File: config.mk
export PLATFORM = sky130hd
export DESIGN_NAME = dlbf_rxram_sched_flat
export DESIGN_NICKNAME = d
export VERILOG_FILES = /design/src/rtl/dlbf_rxram_sched_if.sv /design/src/rtl/dlbf_rxram_sched.sv /design/src/flat_wrapper.sv
export SDC_FILE = /design/constraint.sdc
export NUM_CORES = 1
export LEC_CHECK = 0
export CAP_MARGIN = 20
export CORE_AREA = 2 2 160 162
export DETAILED_ROUTE_END_ITERATION = 7
export DIE_AREA = 0 0 162 164
export DONT_BUFFER_PORTS = 1
export GPL_TIMING_DRIVEN = 0
export MAX_ROUTING_LAYER = met4
export PLACE_DENSITY_LB_ADDON = 0.05
export SYNTH_ARGS = -nofsm -noshare
export SYNTH_HDL_FRONTEND = slang
export SYNTH_SLANG_ARGS = --single-unit
File: constraint.sdc
create_clock -name BRAM_PORTA_clk -period 4.9 [get_ports BRAM_PORTA_clk]
set_input_delay 0.98 -clock BRAM_PORTA_clk [delete_from_list [all_inputs] [get_ports BRAM_PORTA_clk]]
set_output_delay 0.98 -clock BRAM_PORTA_clk [all_outputs]
set_load 0.1 [all_outputs]
File: src/rtl/dlbf_rxram_sched_if.sv
// dlbf_rxram_sched_if: groups the three buses around the receive-RAM scheduler:
// the host CSR/BRAM bridge access, the inbound AXI4-Stream and the RAM port B.
// The slave modport is the scheduler's view; master is the surrounding system.
`timescale 1ns/1ps
interface dlbf_rxram_sched_if;
  // host bridge
  logic        host_en;
  logic [7:0]  host_we;
  logic [15:0] host_addr;
  logic [63:0] host_din;
  logic [63:0] host_dout;
  // capture stream
  logic [63:0] s_axis_tdata;
  logic        s_axis_tvalid;
  logic        s_axis_tlast;
  logic        s_axis_tready;
  // receive-RAM port B
  logic        ram_en;
  logic [7:0]  ram_we;
  logic [15:0] ram_addr;
  logic [63:0] ram_din;
  logic [63:0] ram_dout;

  modport slave (
    input  host_en, host_we, host_addr, host_din,
    output host_dout,
    input  s_axis_tdata, s_axis_tvalid, s_axis_tlast,
    output s_axis_tready,
    output ram_en, ram_we, ram_addr, ram_din,
    input  ram_dout
  );

  modport master (
    output host_en, host_we, host_addr, host_din,
    input  host_dout,
    output s_axis_tdata, s_axis_tvalid, s_axis_tlast,
    input  s_axis_tready,
    input  ram_en, ram_we, ram_addr, ram_din,
    output ram_dout
  );
endinterface

File: src/rtl/dlbf_rxram_sched.sv
// dlbf_rxram_sched: arbitrates receive-RAM port B between the host bridge
// (always wins) and the beamformer result stream, writes stream words
// sequentially, counts words and frames, and flags completion or overflow.
// Optional build macro RXRAM_WRAP_EN: write pointer wraps instead of stopping
// at the top of the RAM; FULL/ovf are never produced.
`timescale 1ns/1ps
module dlbf_rxram_sched #(
  parameter int ADDR_W = 13
) (
  input  logic                 BRAM_PORTA_clk,
  input  logic                 BRAM_PORTA_rst,
  input  logic                 slave_rst,
  input  logic [11:0]          niter,
  dlbf_rxram_sched_if.slave    bus,
  output logic                 rxdone,
  output logic                 ovf,
  output logic [15:0]          rxram_counter,
  output logic [3:0]           state
);

  typedef enum logic [3:0] {
    IDLE    = 4'd0,
    CAPTURE = 4'd1,
    DONE    = 4'd2,
    FULL    = 4'd3
  } state_t;

  // Host addresses are folded onto the implemented RAM depth.
  localparam logic [16:0] CAPACITY  = 17'd1 << ADDR_W;
  localparam logic [15:0] ADDR_MASK = CAPACITY[15:0] - 16'd1;

  state_t              state_reg;
  logic [ADDR_W-1:0]   wr_ptr_reg;
  logic [11:0]         niter_q;
  logic [11:0]         frame_cnt_reg;
  logic [15:0]         count_reg;
  logic                ovf_reg;

  logic                ram_en_reg;
  logic [7:0]          ram_we_reg;
  logic [15:0]         ram_addr_reg;
  logic [63:0]         ram_din_reg;

  logic                rst_any;
  logic                tready;
  logic                accept;
  logic                last_frame;
  logic                full_hit;

  assign rst_any    = BRAM_PORTA_rst | slave_rst;
  // The stream only gets the port in cycles the host leaves free.
  assign tready     = (state_reg == CAPTURE) & ~bus.host_en & ~rst_any;
  assign accept     = bus.s_axis_tvalid & tready;
  assign last_frame = bus.s_axis_tlast & ((frame_cnt_reg + 12'd1) == niter_q);

`ifdef RXRAM_WRAP_EN
  // Pointer rolls over to 0 on its own; the top address is not special.
  assign full_hit = 1'b0;
`else
  assign full_hit = &wr_ptr_reg;
`endif

  // Scheduler FSM, write pointer, frame and word counters.
  always_ff @(posedge BRAM_PORTA_clk) begin
    if (rst_any) begin
      state_reg     <= IDLE;
      wr_ptr_reg    <= '0;
      niter_q       <= '0;
      frame_cnt_reg <= '0;
      count_reg     <= '0;
      ovf_reg       <= 1'b0;
    end else begin
      case (state_reg)
        IDLE: begin
          if (niter != 12'd0) begin
            state_reg     <= CAPTURE;
            niter_q       <= niter;
            frame_cnt_reg <= '0;
          end
        end
        CAPTURE: begin
          if (accept) begin
            wr_ptr_reg <= wr_ptr_reg + 1'b1;
            // Saturate rather than roll back to 0 so a long wrapping capture
            // never reports a misleadingly small word count.
            if (count_reg != 16'hFFFF)
              count_reg <= count_reg + 16'd1;
            if (bus.s_axis_tlast)
              frame_cnt_reg <= frame_cnt_reg + 12'd1;
            // Completing the last frame takes precedence over running out of RAM.
            if (last_frame)
              state_reg <= DONE;
            else if (full_hit) begin
              state_reg <= FULL;
              ovf_reg   <= 1'b1;
            end
          end
        end
        default: ; // DONE and FULL are left only through reset
      endcase
    end
  end

  // Registered port-B drive: host first, then an accepted stream beat.
  always_ff @(posedge BRAM_PORTA_clk) begin
    if (bus.host_en) begin
      ram_en_reg   <= 1'b1;
      ram_we_reg   <= bus.host_we;
      ram_addr_reg <= bus.host_addr & ADDR_MASK;
      ram_din_reg  <= bus.host_din;
    end else if (BRAM_PORTA_rst) begin
      ram_en_reg   <= 1'b0;
      ram_we_reg   <= '0;
      ram_addr_reg <= '0;
      ram_din_reg  <= '0;
    end else if (accept) begin
      ram_en_reg   <= 1'b1;
      ram_we_reg   <= 8'hFF;
      ram_addr_reg <= 16'(wr_ptr_reg);
      ram_din_reg  <= bus.s_axis_tdata;
    end else begin
      ram_en_reg   <= 1'b0;
      ram_we_reg   <= '0;
    end
  end

  assign bus.s_axis_tready = tready;
  assign bus.host_dout     = bus.ram_dout;
  assign bus.ram_en        = ram_en_reg;
  assign bus.ram_we        = ram_we_reg;
  assign bus.ram_addr      = ram_addr_reg;
  assign bus.ram_din       = ram_din_reg;

  assign rxdone        = (state_reg == DONE);
  assign ovf           = ovf_reg;
  assign rxram_counter = count_reg;
  assign state         = state_reg;

endmodule
File: src/flat_wrapper.sv
// flat-port wrapper written by rule: the top's interface ports become plain ports
module dlbf_rxram_sched_flat 
#(
  parameter int ADDR_W = 13
)
  (BRAM_PORTA_clk, BRAM_PORTA_rst, slave_rst, niter, rxdone, ovf, rxram_counter, state, bus_host_en, bus_host_we, bus_host_addr, bus_host_din, bus_host_dout, bus_s_axis_tdata, bus_s_axis_tvalid, bus_s_axis_tlast, bus_s_axis_tready, bus_ram_en, bus_ram_we, bus_ram_addr, bus_ram_din, bus_ram_dout);
  dlbf_rxram_sched_if bus_i ();
  input  logic BRAM_PORTA_clk;
  input  logic BRAM_PORTA_rst;
  input  logic slave_rst;
  input  logic [11:0] niter;
  output logic rxdone;
  output logic ovf;
  output logic [15:0] rxram_counter;
  output logic [3:0] state;
  input wire logic [$bits(bus_i.host_en)-1:0] bus_host_en;
  input wire logic [$bits(bus_i.host_we)-1:0] bus_host_we;
  input wire logic [$bits(bus_i.host_addr)-1:0] bus_host_addr;
  input wire logic [$bits(bus_i.host_din)-1:0] bus_host_din;
  output wire logic [$bits(bus_i.host_dout)-1:0] bus_host_dout;
  input wire logic [$bits(bus_i.s_axis_tdata)-1:0] bus_s_axis_tdata;
  input wire logic [$bits(bus_i.s_axis_tvalid)-1:0] bus_s_axis_tvalid;
  input wire logic [$bits(bus_i.s_axis_tlast)-1:0] bus_s_axis_tlast;
  output wire logic [$bits(bus_i.s_axis_tready)-1:0] bus_s_axis_tready;
  output wire logic [$bits(bus_i.ram_en)-1:0] bus_ram_en;
  output wire logic [$bits(bus_i.ram_we)-1:0] bus_ram_we;
  output wire logic [$bits(bus_i.ram_addr)-1:0] bus_ram_addr;
  output wire logic [$bits(bus_i.ram_din)-1:0] bus_ram_din;
  input wire logic [$bits(bus_i.ram_dout)-1:0] bus_ram_dout;
  assign bus_i.host_en = bus_host_en;
  assign bus_i.host_we = bus_host_we;
  assign bus_i.host_addr = bus_host_addr;
  assign bus_i.host_din = bus_host_din;
  assign bus_host_dout = bus_i.host_dout;
  assign bus_i.s_axis_tdata = bus_s_axis_tdata;
  assign bus_i.s_axis_tvalid = bus_s_axis_tvalid;
  assign bus_i.s_axis_tlast = bus_s_axis_tlast;
  assign bus_s_axis_tready = bus_i.s_axis_tready;
  assign bus_ram_en = bus_i.ram_en;
  assign bus_ram_we = bus_i.ram_we;
  assign bus_ram_addr = bus_i.ram_addr;
  assign bus_ram_din = bus_i.ram_din;
  assign bus_i.ram_dout = bus_ram_dout;
  dlbf_rxram_sched #(.ADDR_W(ADDR_W)) u_core (.BRAM_PORTA_clk(BRAM_PORTA_clk), .BRAM_PORTA_rst(BRAM_PORTA_rst), .slave_rst(slave_rst), .niter(niter), .bus(bus_i), .rxdone(rxdone), .ovf(ovf), .rxram_counter(rxram_counter), .state(state));
endmodule
# == After elaboration in Yosys (flattened, before gate mapping) ==
# Cells that the tools add are included.
# classes
n_addsub,3
n_eq_ne,8
mux,20
bitwise,8
reduce_logical,11
# ops
op,count
$mux W64,3
$mux W13,3
$mux W12,3
$mux W8,3
$pmux W12 S2,1
$add A16 B1 Y16 const B,1
$mux W4,4
$ne A16 B16 Y1 const B,1
$reduce_and A16 Y1,1
$add A13 B1 Y13 const B,1
$reduce_and A13 Y1,1
$add A12 B1 Y12 const B,1
$eq A12 B12 Y1,1
$reduce_bool A12 Y1,1
$pmux W4 S2,1
$reduce_and A4 Y1,2
$and A1 B1 Y1,4
$eq A4 B1 Y1 const B,1
$eq A4 B2 Y1 const B,1
$logic_not A4 Y1,1
$ne A2 B1 Y1 const B,2
$reduce_and A2 Y1,2
$ne A3 B1 Y1 const B,1
$not A1 Y1,3
other kinds (6),7
# totals
regBits,144
in_bits,234
output_inout_bits,176
word_cells,60

# == Longest topological paths before layout ==
# Gate-level depths: netlist of run 1.
# depth
ltp_word,7
depth_mapped,8
mapped_depth_nobuf,7

# == Worst setup path before layout of run 1 ==
# No wires, ideal clock.
# synth_timing
kind,in2out
from,in BRAM_PORTA_rst
to,out bus_s_axis_tready
arrival_time_ns,3.610
slack_ns,0.310
stages,4
path_buffers,2
cell_sequence,buf_6 -> or2_2 -> clkbuf_1 -> nor3_1
# synth_via
elab_chain_len,3
# synth_rtl
item,line,source
from (decl),flat_wrapper.sv:9,input logic BRAM_PORTA_rst;
$or A1 B1 Y1,dlbf_rxram_sched.sv:50,assign rst_any = BRAM_PORTA_rst | slave_rst;
$not A1 Y1,dlbf_rxram_sched.sv:52,assign tready = (state_reg == CAPTURE) & ~bus.host_en & ~rst_any;
$and A1 B1 Y1,dlbf_rxram_sched.sv:52,
to (decl),flat_wrapper.sv:24,output wire logic [$bits(bus_i.s_axis_tready)-1:0] bus_s_axis_tready;
# Every way passes these cells.

# == Worst setup path in the final report of run 1 ==
# layout_timing
from,in bus_host_en
to,out bus_s_axis_tready
# layout_via
elab_chain_len,3
# layout_rtl
item,line,source
from (decl),flat_wrapper.sv:16,input wire logic [$bits(bus_i.host_en)-1:0] bus_host_en;
$not A1 Y1,dlbf_rxram_sched.sv:52,
$and A1 B1 Y1 (2 in a row),dlbf_rxram_sched.sv:52,
# Every way passes these cells.

==> summary.md, run 1 <==
| Metric | Value |
|---|---|
| Post-synth top area share | `34.02%` |
| Leak | `3.021 nW` |
| Post-synth top cells | `edfxtp_1 (77), buf_4 (69), dfxtp_1 (65)` |
| HP Start | `u_core.frame_cnt_reg[11]` |
| H-Tree Depth | `4` |
| CTS tree | `done` |
| ANT nets after route | `0` |
| PortBufs | `0` |
| Wire per inst | `19.74 um` |
| Final period utilization | `70.93%` |
| Initial antenna violation count | `0` |
| Crit path from | `bus_host_en` |
| Worst EP arrival | `2.50 ns` |
| CTS resizes | `0` |
| Hold depth | `1` |
| Clk_skew | `0.007926 ns` |
| Max layer used | `met4` |
| Clk sinks | `142` |
| Fraction of layout instances using a drive strength above 1 | `18.21%` |
| Drt total wl | `19,960 um` |
| Reg2Reg Setup Slack | `2.45 ns` |
| Logic gate share of total power | `12.1%` |
| Worst Setup Path Type | `in2out` |
| Remaining Overflow, GRT | `0` |
| Die ar. | `26,570 um2` |
| Clock power frac | `36.4%` |
| Vias per cell | `4.731` |
| Placer congestion estimate | `0.7874` |
| Rows | `58` |
| First-pass DRT Iterations | `4` |
| Crit end category | `primary output` |
| Fin. Hold Viols | `0` |
| Slew headroom | `24.19%` |
| Crit path required time | `3.92 ns` |
| Synth Instances | `638` |
| Switching pwr | `1.348 mW` |
| RSZ-0062 raised after global routing | `no` |
| Fillcell total | `2,590` |
| Internal power | `2.152 mW` |
| R2R Path Start | `u_core.rxram_counter[2]` |
| FMAX | `0.2877 GHz` |
| Synth warn | `0` |
| Register clock-pin slew on the reported worst setup and hold paths | `0.07 ns` |
| Crit-path max FO | `10` |
| Area contributors post-synth | `edfxtp_1 (34%), dfxtp_1 (19%), a22o_1 (8.1%), buf_4 (7.6%), nor2_1 (3.1%)` |
| Die height | `164 um` |
| Initial Util | `27.38%` |
| Period minus WS final | `3.475 ns` |
| Post-Route M1 WL | `7777 um` |
| Post-synthesis sequential area ratio | `53.17%` |
| Mapped Area | `6797 um2` |
| Setup TNS | `0 ns` |
| Layout area overhead | `17.23%` |
| Sequential cell area | `3613 um2` |
| Final Slew Violations | `0` |
| First-pass GRT wire length | `28,240 um` |
| Residual DRC | `0` |
| Core ar. | `24,820 um2` |
| Post-CTS Hold Fix Bufs | `0` |
| DR iter-0 viols | `287` |
| Post-CTS Setup Repair Bufs | `0` |
| Most frequent cell after synthesis | `edfxtp_1` |
| Detailed placement HPWL | `15,560 um` |
| Met2 WL | `10,430 um` |
| VDD IR-drop max | `0.1799 mV` |
| Post-Syn Area per Cell | `10.65 um2` |
| Length in cells of the worst reg-to-reg path | `5` |
| Max-cap violations | `0` |
| Critical path launch point type | `input pin` |
| Switching part of the total | `38.51%` |
| Via count | `4,783` |
| Sequential share of power | `51.5%` |
| Post-synth top area cell | `edfxtp_1` |
| Ys flop type | `edfxtp_1` |
| Max FFs per register | `64` |
| Die Width | `162 um` |
| Deepest clock path buffer count | `2` |
| I/O pin total | `410` |
| Status | `finished, final reports clean` |
| Synth async-reset ratio | `0%` |
| CTS root buffer | `clkbuf_16` |
| # setup viols final | `0` |
| Netlist cell types | `52` |
| # nets final | `906` |
| TritonCTS Buffers | `17` |
| Multi-input gate area | `2527 um2` |
| Yosys reg bits | `142` |
| Vias in the first global route | `4,671` |
| Layout Utilization | `32.10%` |
| PwrDens | `439.3 nW/um2` |
| N_diodes | `0` |
| Largest net degree at the start of global routing | `66` |
| Worst slew pin tran | `1.136 ns` |
| Number of synthesized flops with an enable pin | `77` |
| Clk_lat worst skew | `0.42 ns` |
| Total GRT Usage | `14.54%` |
| WL met3 | `1569 um` |
| HP Class | `reg2reg` |
[per-layer routing]
metal | vias to the layer above | GRT usage [%]
met1 | 2247 | 15.86
li1 | 2298 | -
met2 | 222 | 25.32
met5 | - | -
met3 | 16 | 5.227
met4 | 0 | 3.620
[layout make-up]
class / instances / share of cell area, %
buffer: 105 / 8.433
clock buffer: 17 / 5.339
clock inverter: 15 / 1.916
tap: 330 / 5.182
inverter: 3 / 0.1413
sequential: 142 / 45.35
multi-input combinational: 392 / 31.72
timing repair buffer: 7 / 1.916
[worst max-delay path: stages]
cell	delay (ns)
clkbuf_1	0.60
clkbuf_1	0.52
nor3_2	0.18
buf_16	0.21
[cell usage in the layout, fill, tap and decap left out, types with 13 or more instances in the layout]
master | synthesis | routed
edfxtp_1 | 77 | 77
buf_4 | 69 | 69
dfxtp_1 | 65 | 65
a22o_1 | 63 | 63
nor2_1 | 57 | 57
nand2_1 | 54 | 54
o21ai_0 | 32 | 32
clkbuf_1 | 31 | 31
xnor2_1 | 18 | 18
xor2_1 | 17 | 17
a21oi_1 | 17 | 17
clkbuf_16 | 0 | 17
nand2b_1 | 16 | 16
mux2i_1 | 13 | 13
[path summary, 6_finish.rpt]
path / to
max: bus_s_axis_tready
min: u_core.frame_cnt_reg[11]
max reg2reg: u_core.rxram_counter[11]
min reg2reg: u_core.frame_cnt_reg[11]
[through the flow]
stage          setup slack, ns  instance area (um2)  cells  total power [mW]  hold slack, ns
2_1_floorplan           0.3097                 6812    642             2.191          0.4476
3_3_place_gp           -0.2262                 7224    972             2.254          0.4798
3_5_place_dp             1.329                 7351    977             2.258          0.4753
4_1_cts                  1.296                 7929   1009             3.554          0.4891
5_1_grt                  1.279                 7968   1011             3.628          0.5042
6_report                 1.425                 7968   1011             3.500          0.4880
[logic make-up (layout without fill, tap and decap cells)]
| logic type | after synthesis | in the layout | synth area share (%) |
|---|---|---|---|
| and+or+nand+nor | 199 | 199 | 14.73 |
| DFF | 142 | 142 | 53.17 |
| AOI/OAI and AO/OA | 136 | 136 | 14.84 |
| buffers and inverters | 108 | 147 | 10.05 |
| xor gates and xnor gates | 35 | 35 | 4.510 |
| muxes | 13 | 13 | 1.915 |
| adders and majority gates | 4 | 4 | 0.7364 |
| other | 1 | 5 | 0.05518 |
[power groups by stage]
stage	sequential [mW]	combinational [mW]	clock [mW]
floorplan	1.82	0.374	0
global placement	1.84	0.415	0
detailed placement	1.83	0.427	0
CTS	1.81	0.428	1.32
global route	1.81	0.444	1.38
finish	1.80	0.423	1.28
No activity file was read; power rests on OpenSTA's default activity.
==> run 2: changes to the inputs <==
clock period = 3.5 ns   (was 4.9 ns; I/O delays follow)
==> run 2 against run 1 <==
Against the previous run: first-iteration DRC count fell by 21%; register-to-register slack got worse by 1.5 ns; clock skew rose by 0.0022 ns; highest routed layer unchanged; sequential share of layout area barely moved; worst hold slack got worse by 0.10 ns; power rose by 42%; critical path depth fell by 1; die area did not move.
==> summary.md, run 2 (synthesis gave the netlist of run 1 again) <==
| Metric | Value |
|---|---|
| Reg2Reg Setup Slack | `0.99 ns (-1.46 ns)` |
| Final Slew Violations | `0 (unchanged)` |
| Post-CTS Setup Repair Bufs | `0 (unchanged)` |
| Busiest grt layer | `met2` |
| CTS root buffer | `clkbuf_16` |
| Internal power | `3.023 mW (+40%)` |
| Hold depth | `2 (+1)` |
| Vias in the first global route | `4,818 (+3.1%)` |
| Period minus WS final | `3.032 ns` |
| Setup TNS | `0 ns (unchanged)` |
| FMAX | `0.3298 GHz` |
| Wire per inst | `20.46 um (+3.6%)` |
| Register clock-pin slew on the reported worst setup and hold paths | `0.07 ns (about the same)` |
| Max-cap violations | `0 (unchanged)` |
| Worst slew pin tran | `1.138 ns (+0.002113 ns)` |
| Drt total wl | `20,670 um (+3.5%)` |
| First-pass GRT wire length | `29,460 um (+4.3%)` |
| Max FFs per register | `64 (unchanged)` |
| Final Hold Slack | `0.3883 ns (-0.09974 ns)` |
| Status | `finished, final reports clean` |
| DR iter-0 viols | `228 (-21%)` |
| Clk_skew | `0.01014 ns (+0.002213 ns)` |
| I/O pin total | `410 (unchanged)` |
| Grt met2 use | `25.34% (about the same)` |
| VDD IR-drop max | `0.3013 mV (+67%)` |
| Crit-path max FO | `10 (unchanged)` |
| Crit end category | `primary output` |
| Vias per cell | `4.876 (+3.1%)` |
| Clock power frac | `37.2% (+0.8 points)` |
| Switching part of the total | `39.08% (+0.56 points)` |
| H-Tree Depth | `4 (unchanged)` |
| Largest net degree at the start of global routing | `50 (-24%)` |
| CTS resizes | `0 (unchanged)` |
| Initial antenna violation count | `0 (unchanged)` |
| # nets final | `905 (-0.11%)` |
| Most common cell after layout, fill and taps aside | `edfxtp_1` |
| Core ar. | `24,820 um2 (unchanged)` |
| Length in cells of the worst reg-to-reg path | `5 (unchanged)` |
| N_diodes | `0 (unchanged)` |
| Rows | `58 (unchanged)` |
| Logic gate share of total power | `11.9% (-0.2 points)` |
| Detailed placement HPWL | `15,920 um (+2.3%)` |
| Leak | `3.019 nW (about the same)` |
| Die Width | `162 um (unchanged)` |
| Commonest non-fill, non-tap cells in the layout | `edfxtp_1 (77), buf_4 (69), dfxtp_1 (65), a22o_1 (63), nor2_1 (57)` |
| Worst Setup Path Type | `in2out` |
| HP Start | `bus_host_we[1]` |
| HP Class | `in2reg` |
| Initial Util | `27.38% (unchanged)` |
| Fin. Hold Viols | `0 (unchanged)` |
| Crit path required time | `2.80 ns (-1.12 ns)` |
| First-pass DRT Iterations | `4 (unchanged)` |
| Residual DRC | `0 (unchanged)` |
| Critical path launch point type | `input pin` |
| Total GRT Usage | `15.07% (+0.53 points)` |
| Placer congestion estimate | `0.7935 (+0.77%)` |
| Slew headroom | `24.04% (-0.14 points)` |
| Layout area overhead | `17.18% (about the same)` |
| TritonCTS Buffers | `17 (unchanged)` |
| Switching pwr | `1.939 mW (+44%)` |
| Worst EP arrival | `2.33 ns (-0.17 ns)` |
| # setup viols final | `0 (unchanged)` |
| R2R Path Start | `u_core.state[0]` |
| PwrDens | `623.1 nW/um2 (+42%)` |
| ANT nets after route | `0 (unchanged)` |
| Worst Hold Path EP | `u_core.bus.ram_we[1]` |
| Remaining Overflow, GRT | `0 (unchanged)` |
| Fraction of layout instances using a drive strength above 1 | `18.09% (-0.12 points)` |
| Clk sinks | `142 (unchanged)` |
| Sequential share of power | `50.9% (-0.6 points)` |
| Via count | `4,925 (+3.0%)` |
| Die height | `164 um (unchanged)` |
| PnR Total Power | `4.962 mW (+42%)` |
| Deepest clock path buffer count | `2 (unchanged)` |
| Post-Layout Inst Area | `7964 um2 (about the same)` |
| Post-CTS Hold Fix Bufs | `0 (unchanged)` |
| Clk_lat worst skew | `0.42 ns (about the same)` |
| Grt met1 use | `16.60% (+0.74 points)` |
| Die ar. | `26,570 um2 (unchanged)` |
| CTS tree | `done` |
| GR met3 Demand/Resource | `6.212% (+0.98 points)` |
| RSZ-0062 raised after global routing | `no` |
| FF-to-FF End | `u_core.bus.ram_addr[1]` |
| Final period utilization | `86.64%` |
| PortBufs | `0 (unchanged)` |
| Placed Instance Area | `7330 um2 (-0.29%)` |
## run 2: layout make-up
cell class	count	area, um2
multi-input cells	392	2534
inverters	3	11.26
flip-flops and latches	142	3613
plain buffers	105	671.9
repair buffers	6	118.9
well taps	330	412.9
fillers	2577	16850
clock buffers	17	425.4
clock inverters	15	176.4
## run 2: metal layers
metal / vias up / wire (um)
li1: 2303 / -
met1: 2372 / 7996
met2: 231 / 10490
met3: 19 / 1879
met4: 0 / 303
met5: - / 0
## run 2: worst max-delay path by stage
stage / startpoint / endpoint / depth (start not counted)
final: bus_host_en / bus_s_axis_tready / 3
after global routing: bus_host_en / bus_s_axis_tready / 3
after CTS: bus_host_en / bus_s_axis_tready / 3
after detailed placement: bus_host_en / bus_s_axis_tready / 3
after global placement: u_core.state[0] / u_core.bus.ram_din[60] / 4
after floorplan: u_core.state[0] / bus_s_axis_tready / 3
## run 2: stage by stage
stage / instances / utilization, % / worst slack, ns
floorplan: 642 / - / 0.1069
global placement: 972 / 29.13 / -0.4967
detailed placement: 976 / 29.53 / 0.3671
CTS: 1008 / 31.96 / 0.3584
global route: 1010 / 32.09 / 0.2962
finish: 1010 / 32.09 / 0.4677
## run 2: critical path, cell delays in order
cell and delay (ns):
clkbuf_1 0.30, clkbuf_1 0.38, nor3_4 0.94
## run 2: power groups by stage
stage	combinational (mW)	sequential (mW)	clock, mW
3_5_place_dp	0.598	2.56	0
3_3_place_gp	0.581	2.57	0
2_1_floorplan	0.523	2.54	0
6_report	0.591	2.52	1.85
5_1_grt	0.622	2.53	1.97
4_1_cts	0.599	2.53	1.90
